[src/rtl/ctr_block_packer.sv]
// ctr_block_packer: packs a stream of input words MSB-first into keylen-bit
// blocks for a CTR-mode core, tagging each block with a running block counter.
// Optional feature: define CTR_PACKER_COUNTER_OUT_EN to expose the counter
// bound to the presented block on output port blk_counter.
module ctr_block_packer #(
    parameter int unsigned keylen  = 128,
    parameter int unsigned wordlen = 32
) (
    input  logic                  clk,
    input  logic                  rst,
    input  logic                  start,
    input  logic [keylen/2-1:0]   counter_base,
    input  logic [wordlen-1:0]    word_in,
    input  logic                  word_valid,
    output logic                  word_ready,
    input  logic                  word_last,
    output logic [keylen-1:0]     blk_out,
    output logic                  blk_valid,
    input  logic                  blk_ready,
    output logic                  blk_last,
    output logic [4:0]            blk_bytes,
    output logic                  busy
`ifdef CTR_PACKER_COUNTER_OUT_EN
    ,
    output logic [keylen/2-1:0]   blk_counter
`endif
);

    localparam int unsigned WORDS          = keylen / wordlen;
    localparam int unsigned CTR_W          = keylen / 2;
    localparam int unsigned IDX_W          = (WORDS > 1) ? $clog2(WORDS) : 1;
    localparam int unsigned BYTES_PER_WORD = wordlen / 8;

    typedef enum logic [1:0] {
        IDLE = 2'd0,
        FILL = 2'd1,
        HOLD = 2'd2
    } state_t;

    state_t             state_q, state_d;
    logic [IDX_W-1:0]   idx_q, idx_d;
    logic [keylen-1:0]  data_q, data_d;
    logic [CTR_W-1:0]   cnt_q, cnt_d;
    logic [keylen-1:0]  blk_out_d;
    logic [4:0]         blk_bytes_d;
    logic               blk_last_d;
    logic [keylen-1:0]  merged;
    logic               word_xfer;
    logic               blk_xfer;

    // State and registered outputs; handshake flags decode the next state
    always_ff @(posedge clk or negedge rst) begin
        if (!rst) begin
            state_q    <= IDLE;
            idx_q      <= '0;
            data_q     <= '0;
            cnt_q      <= '0;
            blk_out    <= '0;
            blk_bytes  <= '0;
            blk_last   <= 1'b0;
            word_ready <= 1'b0;
            blk_valid  <= 1'b0;
            busy       <= 1'b0;
        end else begin
            state_q    <= state_d;
            idx_q      <= idx_d;
            data_q     <= data_d;
            cnt_q      <= cnt_d;
            blk_out    <= blk_out_d;
            blk_bytes  <= blk_bytes_d;
            blk_last   <= blk_last_d;
            word_ready <= (state_d == FILL);
            blk_valid  <= (state_d == HOLD);
            busy       <= (state_d != IDLE);
        end
    end

    // Next-state, packing and counter logic; start overrides any handshake
    always_comb begin
        state_d     = state_q;
        idx_d       = idx_q;
        data_d      = data_q;
        cnt_d       = cnt_q;
        blk_out_d   = blk_out;
        blk_bytes_d = blk_bytes;
        blk_last_d  = blk_last;
        word_xfer   = word_valid & word_ready;
        blk_xfer    = blk_valid & blk_ready;

        // Partial block with the incoming word dropped into the current slot
        merged = data_q;
        for (int unsigned i = 0; i < WORDS; i++) begin
            if (idx_q == IDX_W'(i)) begin
                merged[keylen-1-i*wordlen -: wordlen] = word_in;
            end
        end

        if (start) begin
            state_d    = FILL;
            idx_d      = '0;
            data_d     = '0;
            cnt_d      = counter_base;
            blk_last_d = 1'b0;
        end else begin
            case (state_q)
                IDLE: begin
                end
                FILL: begin
                    if (word_xfer) begin
                        if (word_last || (idx_q == IDX_W'(WORDS - 1))) begin
                            state_d     = HOLD;
                            blk_out_d   = merged;
                            blk_bytes_d = 5'((32'(idx_q) + 32'd1) * BYTES_PER_WORD);
                            blk_last_d  = word_last;
                            idx_d       = '0;
                            data_d      = '0;
                        end else begin
                            idx_d  = idx_q + IDX_W'(1);
                            data_d = merged;
                        end
                    end
                end
                HOLD: begin
                    if (blk_xfer) begin
                        cnt_d      = cnt_q + CTR_W'(1);
                        blk_last_d = 1'b0;
                        idx_d      = '0;
                        state_d    = blk_last ? IDLE : FILL;
                    end
                end
                default: begin
                    state_d = IDLE;
                end
            endcase
        end
    end

`ifdef CTR_PACKER_COUNTER_OUT_EN
    // Counter bound to the block; only changes on block transfer or start
    assign blk_counter = cnt_q;
`endif

endmodule

[config.mk]
export PLATFORM = sky130hd
export DESIGN_NAME = ctr_block_packer
export DESIGN_NICKNAME = d
export VERILOG_FILES = /design/src/rtl/ctr_block_packer.sv
export SDC_FILE = /design/constraint.sdc
export NUM_CORES = 1
export LEC_CHECK = 0
export ABC_AREA = 1
export BUFFER_PORTS_ARGS = -buffer_cell sky130_fd_sc_hd__buf_2
export CORE_MARGIN = 5
export CORE_UTILIZATION = 50
export DETAILED_ROUTE_END_ITERATION = 10
export HOLD_SLACK_MARGIN = 0.08
export PLACE_DENSITY = 0.75
export SETUP_SLACK_MARGIN = 0.5
export SYNTH_ARGS = -nofsm -noshare
export SYNTH_HDL_FRONTEND = slang
export SYNTH_SLANG_ARGS = --single-unit
export TNS_END_PERCENT = 10
[constraint.sdc]
create_clock -name clk -period 1.7 [get_ports clk]
set_input_delay 0.085 -clock clk [delete_from_list [all_inputs] [get_ports clk]]
set_output_delay 0.085 -clock clk [all_outputs]
set_load 0.01 [all_outputs]
=== Word-level counts from Yosys, hierarchy flattened ===
Cells that the tools add are included.

* Equality and inequality tests: 10
* Multiplexer cells: 24
* Bitwise logic cells: 3
* Add/subtract/negate cells: 2
* Reduce and logical (&&, ||, !) cells: 11

{| class="wikitable"
|+ Operator list
! cell !! number
|-
| 128-bit 2-to-1 mux || 4
|-
| 32-bit 2-to-1 mux || 4
|-
| 2-bit 2-to-1 mux || 8
|-
| 3-bit != test (second input constant) || 3
|-
| 2-bit equality test (second input constant) || 4
|-
| 4-bit AND reduction || 2
|-
| 2-bit by 1-bit equality test with 1-bit output (second input constant) || 3
|-
| 2-bit one-hot mux with 3 select lines || 1
|-
| 2-bit nonzero test || 3
|-
| 1-bit 2-to-1 mux || 5
|-
| 2-bit zero test || 2
|-
| 2-bit one-hot mux with 2 select lines || 1
|-
| 2-bit by 1-bit adder with 3-bit output (second input constant) || 1
|-
| 3-bit AND reduction || 1
|-
| 3-bit nonzero test || 1
|-
| 2-bit by 1-bit adder with 2-bit output (second input constant) || 1
|-
| 1-bit bitwise AND || 2
|-
| 1-bit one-hot mux with 2 select lines || 1
|-
| 2-bit AND reduction || 1
|-
| 1-bit logical OR || 1
|-
| 1-bit NOT || 1
|}

* Input port bits: 102
* Output and inout bits: 137
* Word-level logic and storage cells: 59
* Register bits after elaboration: 267

=== Depth between registers and ports, before layout ===
Gate-level depths: netlist of run 1.

* Depth after elaboration: 7
* Mapped depth: 10

=== Worst setup path before layout of run 1 ===
Ideal clock, no wire load.

* Path type: reg2reg
* Start point: register idx_q[0]
* End point: register data_q[88]
* Required time: 1634 ps
* Library setup time: 66 ps
* Data arrival time: 1529 ps
* Buffers on the path: 3
* Cell stages (with the launch flop): 10
* Path slack: 105 ps
* Cells stage by stage: dfrtp_1 > ha_1 > inv_1 > buf_2 > nand3_1 > buf_2 > buf_2 > nor2_1 > nand2_1 > nand2_1

* Longest elaborated chain between the ends: 6

{| class="wikitable"
|+ Ends and longest elaborated chain
! element !! line !! RTL
|-
| start, declared || 41 || <nowiki>logic [IDX_W-1:0] idx_q, idx_d;</nowiki>
|-
| start signal, assigned || 66 || <nowiki>idx_q <= idx_d;</nowiki>
|-
| 2-bit by 1-bit equality test with 1-bit output or 2-bit equality test (tied branches) || 93, 110 ||
|-
| 32-bit 2-to-1 mux or 1-bit logical OR (tied branches) || 93, 110 ||
|-
| 128-bit 2-to-1 mux * || 110 || <nowiki>if (word_last || (idx_q == IDX_W'(WORDS - 1))) begin</nowiki>
|-
| 128-bit 2-to-1 mux * || 109 || <nowiki>if (word_xfer) begin</nowiki>
|-
| 128-bit 2-to-1 mux * || 105 || <nowiki>case (state_q)</nowiki>
|-
| 128-bit 2-to-1 mux * || 98 || <nowiki>if (start) begin</nowiki>
|-
| end signal, assigned || 67 || <nowiki>data_q <= data_d;</nowiki>
|-
| end, declared || 42 || <nowiki>logic [keylen-1:0] data_q, data_d;</nowiki>
|}

Every way passes the cells marked *; elsewhere a longest branch is shown, timed or not. The select of a mux whose other input is x is not followed.
A chain may end at the register's enable or synchronous reset.

=== Final worst setup path of run 1 ===
* Start point: register idx_q[0]
* End point: register data_q[84]

The elaborated chain is that of the path after synthesis.

==> impl_metrics.csv, run 1 <==
group,metric,value,unit
run_status,outcome,"finished clean",
global_route,grt_pass1_wl,56870,µm
clock_network,cts-buffers-inserted,28,
detailed_routing,drcViolationCount,0,
setup_path,path_class,"reg -> reg",
setup_path,slowest_stage,"dfrtp_2",
global_route,grt.overflow.total,0,
floorplanning,rows,56,
synth,synth-seq-area-share,0.5563,
synth,ys_ff_latch,267,
setup_path,cp.buffers_inverters,4,
detailed_routing,wl_per_cell,18.09,µm
clock_network,clk_pin_slew,0.06,ns
synth,synth_cells,1510,
placed_design,placed_cell_area,13360,µm²
hold_path,hold_class,"in -> reg",
job,drv_cap,0,
global_route,grt_util_all_layers,0.2601,
synth,synth.distinct_cells,19,
timing,fmax,593.7,MHz
floorplanning,core_area,23540,µm²
clock_network,clock_path_buffers,3,
setup_path,critPathTopFamily,"buffers and inverters",
setup_path,cp-start-kind,"flip-flop",
detailed_routing,dr.pass1.iters,6,
setup_path,arrival,2.16,ns
power,power-per-cell-area,1138,nW/µm²
setup_path,crit_chain,"ha_2, inv_4, buf_4, nand3_4, buf_8, clkbuf_16, nor2_1, nand2_1, nand2_1",
timing,fin_crit_sh,0.9908,
floorplanning,initial_core_util,0.5102,
setup_path,crit_fanout,18,
floorplanning,dieWidth,165.0,µm
detailed_routing,wirelength,36470,µm
timing,grt_setup_unrepaired,"yes",
layout,drive_gt1_frac,0.2186,
clock_network,clk_latency,0.54,ns
timing,skew,0.007697,ns
timing,fin_setup_tns,0,ns
timing,relSlewSlack,0.6025,
layout,fin_cells,2016,
clock_network,cts_tree,"yes",
detailed_routing,vias,11210,
global_route,grt_start_max_net_pins,66,
setup_path,worst_path_most_repeated_cell,"nand2_1",
setup_path,worst_ep_required_time,2.17,ns
clock_network,ctsHoldBuffers,11,
setup_path,critPathMaxStageDelay,0.44,ns
floorplanning,io_pins,239,
placed_design,portBuffers,172,
layout,diodes,0,
layout,fillerInstances,1923,
timing,period_minus_slack,1.684,ns
placed_design,post-place-cells,1932,
power,p_leak,0.008132,µW
layout,nNetsFinal,1784,
global_route,antenna_found_initial,0,
timing,whs,0.01033,ns
detailed_routing,ant_nets,0,
clock_network,htreeDepth,1,
global_route,grt_pass1_vias,10810,
layout,syn2layout_area_growth,26.57,%
layout,fin_util,0.6457,
timing,slew_violations,0,
synth,syn_area,12010,µm²
clock_network,clock-sinks,267,
hold_path,hold_path_startpoint,"word_valid",
detailed_routing,avgViaCountPerCell,5.558,
clock_network,cts-root-buf,"clkbuf_16",
setup_path,endpoint_kind,"flip-flop",
synth,ys.warnings.count,0,
placed_design,place_congestion,0.8769,
layout,final_area,15200,µm²
timing,finalHoldViolCount,0,
detailed_routing,drtIter0Drc,1305,
timing,tightest_slew,0.5962,ns
setup_path,crit_start,"idx_q[0]",
power,max-vdd-ir-drop,0.6191,mV
synth,syn_avg_cell_area,7.954,µm²
floorplanning,fp.dieH,165.0,µm
layout,layout_commonest_cell,"nand2_1",
placed_design,dp_hpwl,21900,µm
timing,finalSetupViolCount,0,
setup_path,r2r_start,"idx_q[0]",
floorplanning,dieArea,27220,µm²
layout,layout_common_cells,"nand2_1 (567), dfrtp_1 (265), nand3_1 (174)",
setup_path,reg2reg_slack,0.02,ns
worst paths after layout:
kind | to | depth (start not counted)
worst max-delay path | data_q[84] | 9
worst min-delay path | blk_last | 6
worst max register to register | data_q[84] | 9
worst min register to register | blk_out[24] | 2
max in group asynchronous | blk_out[70] | 3
min in group asynchronous | blk_out[20] | 2
power by group:
group	internal, µW	leakage, µW	switching [µW]
clock	3570	0.000452	2520
sequential	7100	0.00362	448
combinational	1360	0.00406	2300
synthesized netlist by cell type, drive strengths merged:
cell type,number,area [µm²]
a21oi,42,210.2
buf,74,400.4
clkbuf,40,150.1
conb,1,3.750
dfrtp,267,6681
ha,4,50.05
inv,46,172.7
nand2,575,2158
nand3,207,1036
nor2,105,399.1
nor3,3,15.01
o211ai,1,7.510
o21ai,145,725.7
repair_timing:
action	CTS	global route
endpoints found under the setup margin	268	282
endpoints found under the hold margin	294	1
setup buffers	9	6
gates resized for setup	22	118
gates cloned	6	3
pin swaps	2	61
per-layer routing:
layer / GRT usage / vias up / share of wire
li1: - / 5195 / -
met1: 0.3666 / 5318 / 0.41
met2: 0.3990 / 613 / 0.45
met3: 0.05640 / 79 / 0.10
met4: 0.09338 / 0 / 0.031
met5: 0 / - / 0
through the flow:
| step | worst slack, ns | total power [µW] |
|---|---|---|
| 2_1_floorplan | 0.2487 | 9382 |
| 3_3_place_gp | 0.1199 | 10760 |
| 3_5_place_dp | 0.07367 | 10850 |
| 4_1_cts | 0.1138 | 17120 |
| 5_1_grt | -0.04054 | 18080 |
| 6_report | 0.01571 | 17300 |
cell families (layout without fill, tap and decap cells):
group / after synthesis / after routing / synth area share
AND/OR/NAND/NOR: 890 / 892 / 0.3004
flip-flops: 267 / 267 / 0.5563
AO/OA/AOI/OAI: 188 / 188 / 0.07855
buffers and inverters: 160 / 344 / 0.06021
adder cells (fa/ha/maj): 4 / 4 / 0.004167
other: 1 / 2 / 0.0003122
worst min-delay path: stages:
cell,delay (ns)
buf_2,0.08
nand2_2,0.07
nand3_1,0.09
nand3_1,0.07
nand2_1,0.05
nand2_1,0.04
sequential cells by signal, summed over array words and instances, names as in the netlist:
signal and flops:
blk_bytes 3, blk_last 1, blk_out 128, blk_valid 1, busy 1, data_q 128
idx_q 2, state_q 2, word_ready 1
area by class of cell:
| cell class | count | area (µm²) | area share |
|---|---|---|---|
| clock buffers | 43 | 848.3 | 0.05581 |
| flip-flops and latches | 267 | 6684 | 0.4397 |
| repair buffers | 249 | 1949 | 0.1282 |
| clock inverters | 6 | 61.31 | 0.004033 |
| inverters | 46 | 187.7 | 0.01235 |
| well taps | 319 | 399.1 | 0.02626 |
| multi-input cells | 1086 | 5071 | 0.3336 |
(Power assumes the default switching activity.)
==> inputs of run 2 (changes only) <==
--- a/config.mk
+++ b/config.mk
@@ -8,10 +8,10 @@
 export ABC_AREA = 1
 export BUFFER_PORTS_ARGS = -buffer_cell sky130_fd_sc_hd__buf_2
 export CORE_MARGIN = 5
-export CORE_UTILIZATION = 50
+export CORE_UTILIZATION = 46
 export DETAILED_ROUTE_END_ITERATION = 10
 export HOLD_SLACK_MARGIN = 0.08
-export PLACE_DENSITY = 0.75
+export PLACE_DENSITY = 0.7
 export SETUP_SLACK_MARGIN = 0.5
 export SYNTH_ARGS = -nofsm -noshare
 export SYNTH_HDL_FRONTEND = slang
==> run 2 against run 1 <==
The run now ends with setup timing left; sequential share of layout area fell by 2.6 points; critical path depth rose by 1; wire length rose by 9.9%; largest cell class unchanged; maximum frequency fell by 2.8%; sequential power rose by 0.9%; final cell count rose by 1.8%; flip-flop and latch count did not move; utilization fell by 2.3 points; power rose by 1.6%; global-route usage fell by 2.5 points; clock skew rose by 0.0069 ns; non-clock buffer count rose by 26.
==> impl_metrics.csv, run 2 (synthesized netlist as in run 1, its figures left out) <==
group,metric,value,unit
layout,diodes,0,
run_status,violations,"setup timing",
placed_design,portBuffers,172,
global_route,grt.overflow.total,0,
placed_design,place_congestion,0.8613,
detailed_routing,dr.pass1.iters,5,
detailed_routing,drtIter0Drc,1401,
timing,finalHoldViolCount,0,
floorplanning,io_pins,239,
clock_network,cts-buffers-inserted,28,
timing,grt_setup_unrepaired,"yes",
global_route,grt_pass1_vias,10310,
clock_network,cts_tree,"yes",
placed_design,placed_cell_area,13380,µm²
setup_path,arrival,2.16,ns
detailed_routing,ant_nets,0,
detailed_routing,wirelength,40100,µm
hold_path,hold_class,"in -> reg",
hold_path,min_path_cells,6,
clock_network,cts-root-buf,"clkbuf_16",
layout,syn2layout_area_growth,34.34,%
timing,finalSetupViolCount,57,
run_status,outcome,"finished, violations left",
timing,worst_slack,-0.03260,ns
clock_network,clk_latency,0.55,ns
setup_path,cp-start-kind,"flip-flop",
floorplanning,core_area,25910,µm²
setup_path,crit_fanout,19,
floorplanning,dieWidth,171.6,µm
clock_network,htreeDepth,1,
timing,tightest_slew,0.6615,ns
power,p_leak,0.008558,µW
global_route,grt_start_max_net_pins,74,
floorplanning,rows,59,
timing,fin_crit_sh,1.019,
timing,period_minus_slack,1.733,ns
layout,nNetsFinal,1808,
detailed_routing,wl_per_cell,19.53,µm
timing,slew_violations,0,
setup_path,path_class,"reg -> reg",
detailed_routing,drcViolationCount,0,
timing,fmax,577.2,MHz
global_route,met3_usage,0.03884,
clock_network,clock-sinks,267,
job,drv_cap,0,
power,power-per-cell-area,1090,nW/µm²
setup_path,reg2regPathDepth,10,
layout,fin_cells,2053,
detailed_routing,vias,11440,
power,power,17580,µW
layout,final_area,16130,µm²
timing,relSlewSlack,0.5590,
floorplanning,dieArea,29440,µm²
global_route,grt_use_met2,0.3620,
layout,drive_gt1_frac,0.2579,
clock_network,clock_path_buffers,3,
detailed_routing,avgViaCountPerCell,5.573,
layout,layout_common_cells,"nand2_1 (528), dfrtp_1 (267), nand3_1 (206)",
setup_path,worst_ep_required_time,2.12,ns
placed_design,dp_hpwl,21830,µm
layout,layout_commonest_cell,"nand2_1",
global_route,grt_util_all_layers,0.2353,
global_route,antenna_found_initial,0,
layout,largestRegisters,"blk_out: 128 flops, data_q: 128 flops, blk_bytes: 3 flops",
global_route,gr-max-usage-layer,"met2",
clock_network,clk_pin_slew,0.06,ns
global_route,gr-usage-met1,0.3511,
power,max-vdd-ir-drop,0.6988,mV
floorplanning,fp.dieH,171.6,µm
timing,skew,0.01463,ns
setup_path,endpoint_kind,"flip-flop",
floorplanning,initial_core_util,0.4635,
placed_design,post-place-cells,1944,
global_route,grt_pass1_wl,55990,µm
==> run 2: final timing paths <==
path | to | slack [ns] | from
max | blk_bytes[2] | -0.03 | idx_q[1]
min in group asynchronous | blk_out[53] | 0.08 | rst
max reg2reg | blk_bytes[2] | -0.03 | idx_q[1]
min reg2reg | blk_out[19] | 0.47 | blk_out[19]
max in group asynchronous | data_q[121] | 0.90 | rst
min | blk_last | 0.004 | word_valid
==> run 2: area by class of cell <==
| class | instances | area (µm²) |
|---|---|---|
| fillers | 2108 | 9777 |
| flip-flops and latches | 267 | 6681 |
| multi-input cells | 1084 | 5320 |
| repair buffers | 275 | 2685 |
| clock buffers | 41 | 810.8 |
| well taps | 335 | 419.2 |
| inverters | 46 | 190.2 |
| clock inverters | 5 | 27.53 |
==> run 2: stage by stage <==
step / TNS [ns] / worst slack (ns) / hold slack [ns] / utilization
floorplan: 0 / 0.2487 / -0.2106 / -
global placement: 0 / 0.1103 / 0.04969 / 0.5162
detailed placement: 0 / 0.06754 / 0.05768 / 0.5162
CTS: 0 / 0.1005 / 0.02325 / 0.5660
global route: -7.817 / -0.08623 / 0.04619 / 0.6227
finish: -0.8209 / -0.03260 / 0.004368 / 0.6227
==> run 2: worst max-delay path, cell delays in order (launching register included) <==
cell and delay (ns):
dfrtp_1 0.41, ha_2 0.22, inv_4 0.06, nand2_4 0.07, nand2_4 0.06, nor2_4 0.23, clkinv_8 0.10, buf_16 0.18
clkbuf_16 0.19, nand2_1 0.06, o21ai_1 0.05
==> run 2: repair_timing <==
action / in CTS / in global routing
hold endpoints to repair: 284 / 3
resized for setup: 24 / 293
gates cloned: 7 / 24
hold buffers: 11 / 2
setup endpoints to repair: 272 / 280
pin swaps: 2 / 42
setup buffers: 7 / 12
==> run 2: per-layer routing <==
layer / part of all wire / up-vias / wire length (µm)
met1: 0.41 / 5567 / 16590
met3: 0.091 / 64 / 3655
li1: - / 5238 / -
met5: 0 / - / 0
met2: 0.48 / 573 / 19070
met4: 0.020 / 0 / 785
==> run 2: report_power, final <==
| part | switching [µW] | internal [µW] |
|---|---|---|
| clock | 2490 | 3260 |
| sequential | 522 | 7100 |
| combinational | 2470 | 1730 |
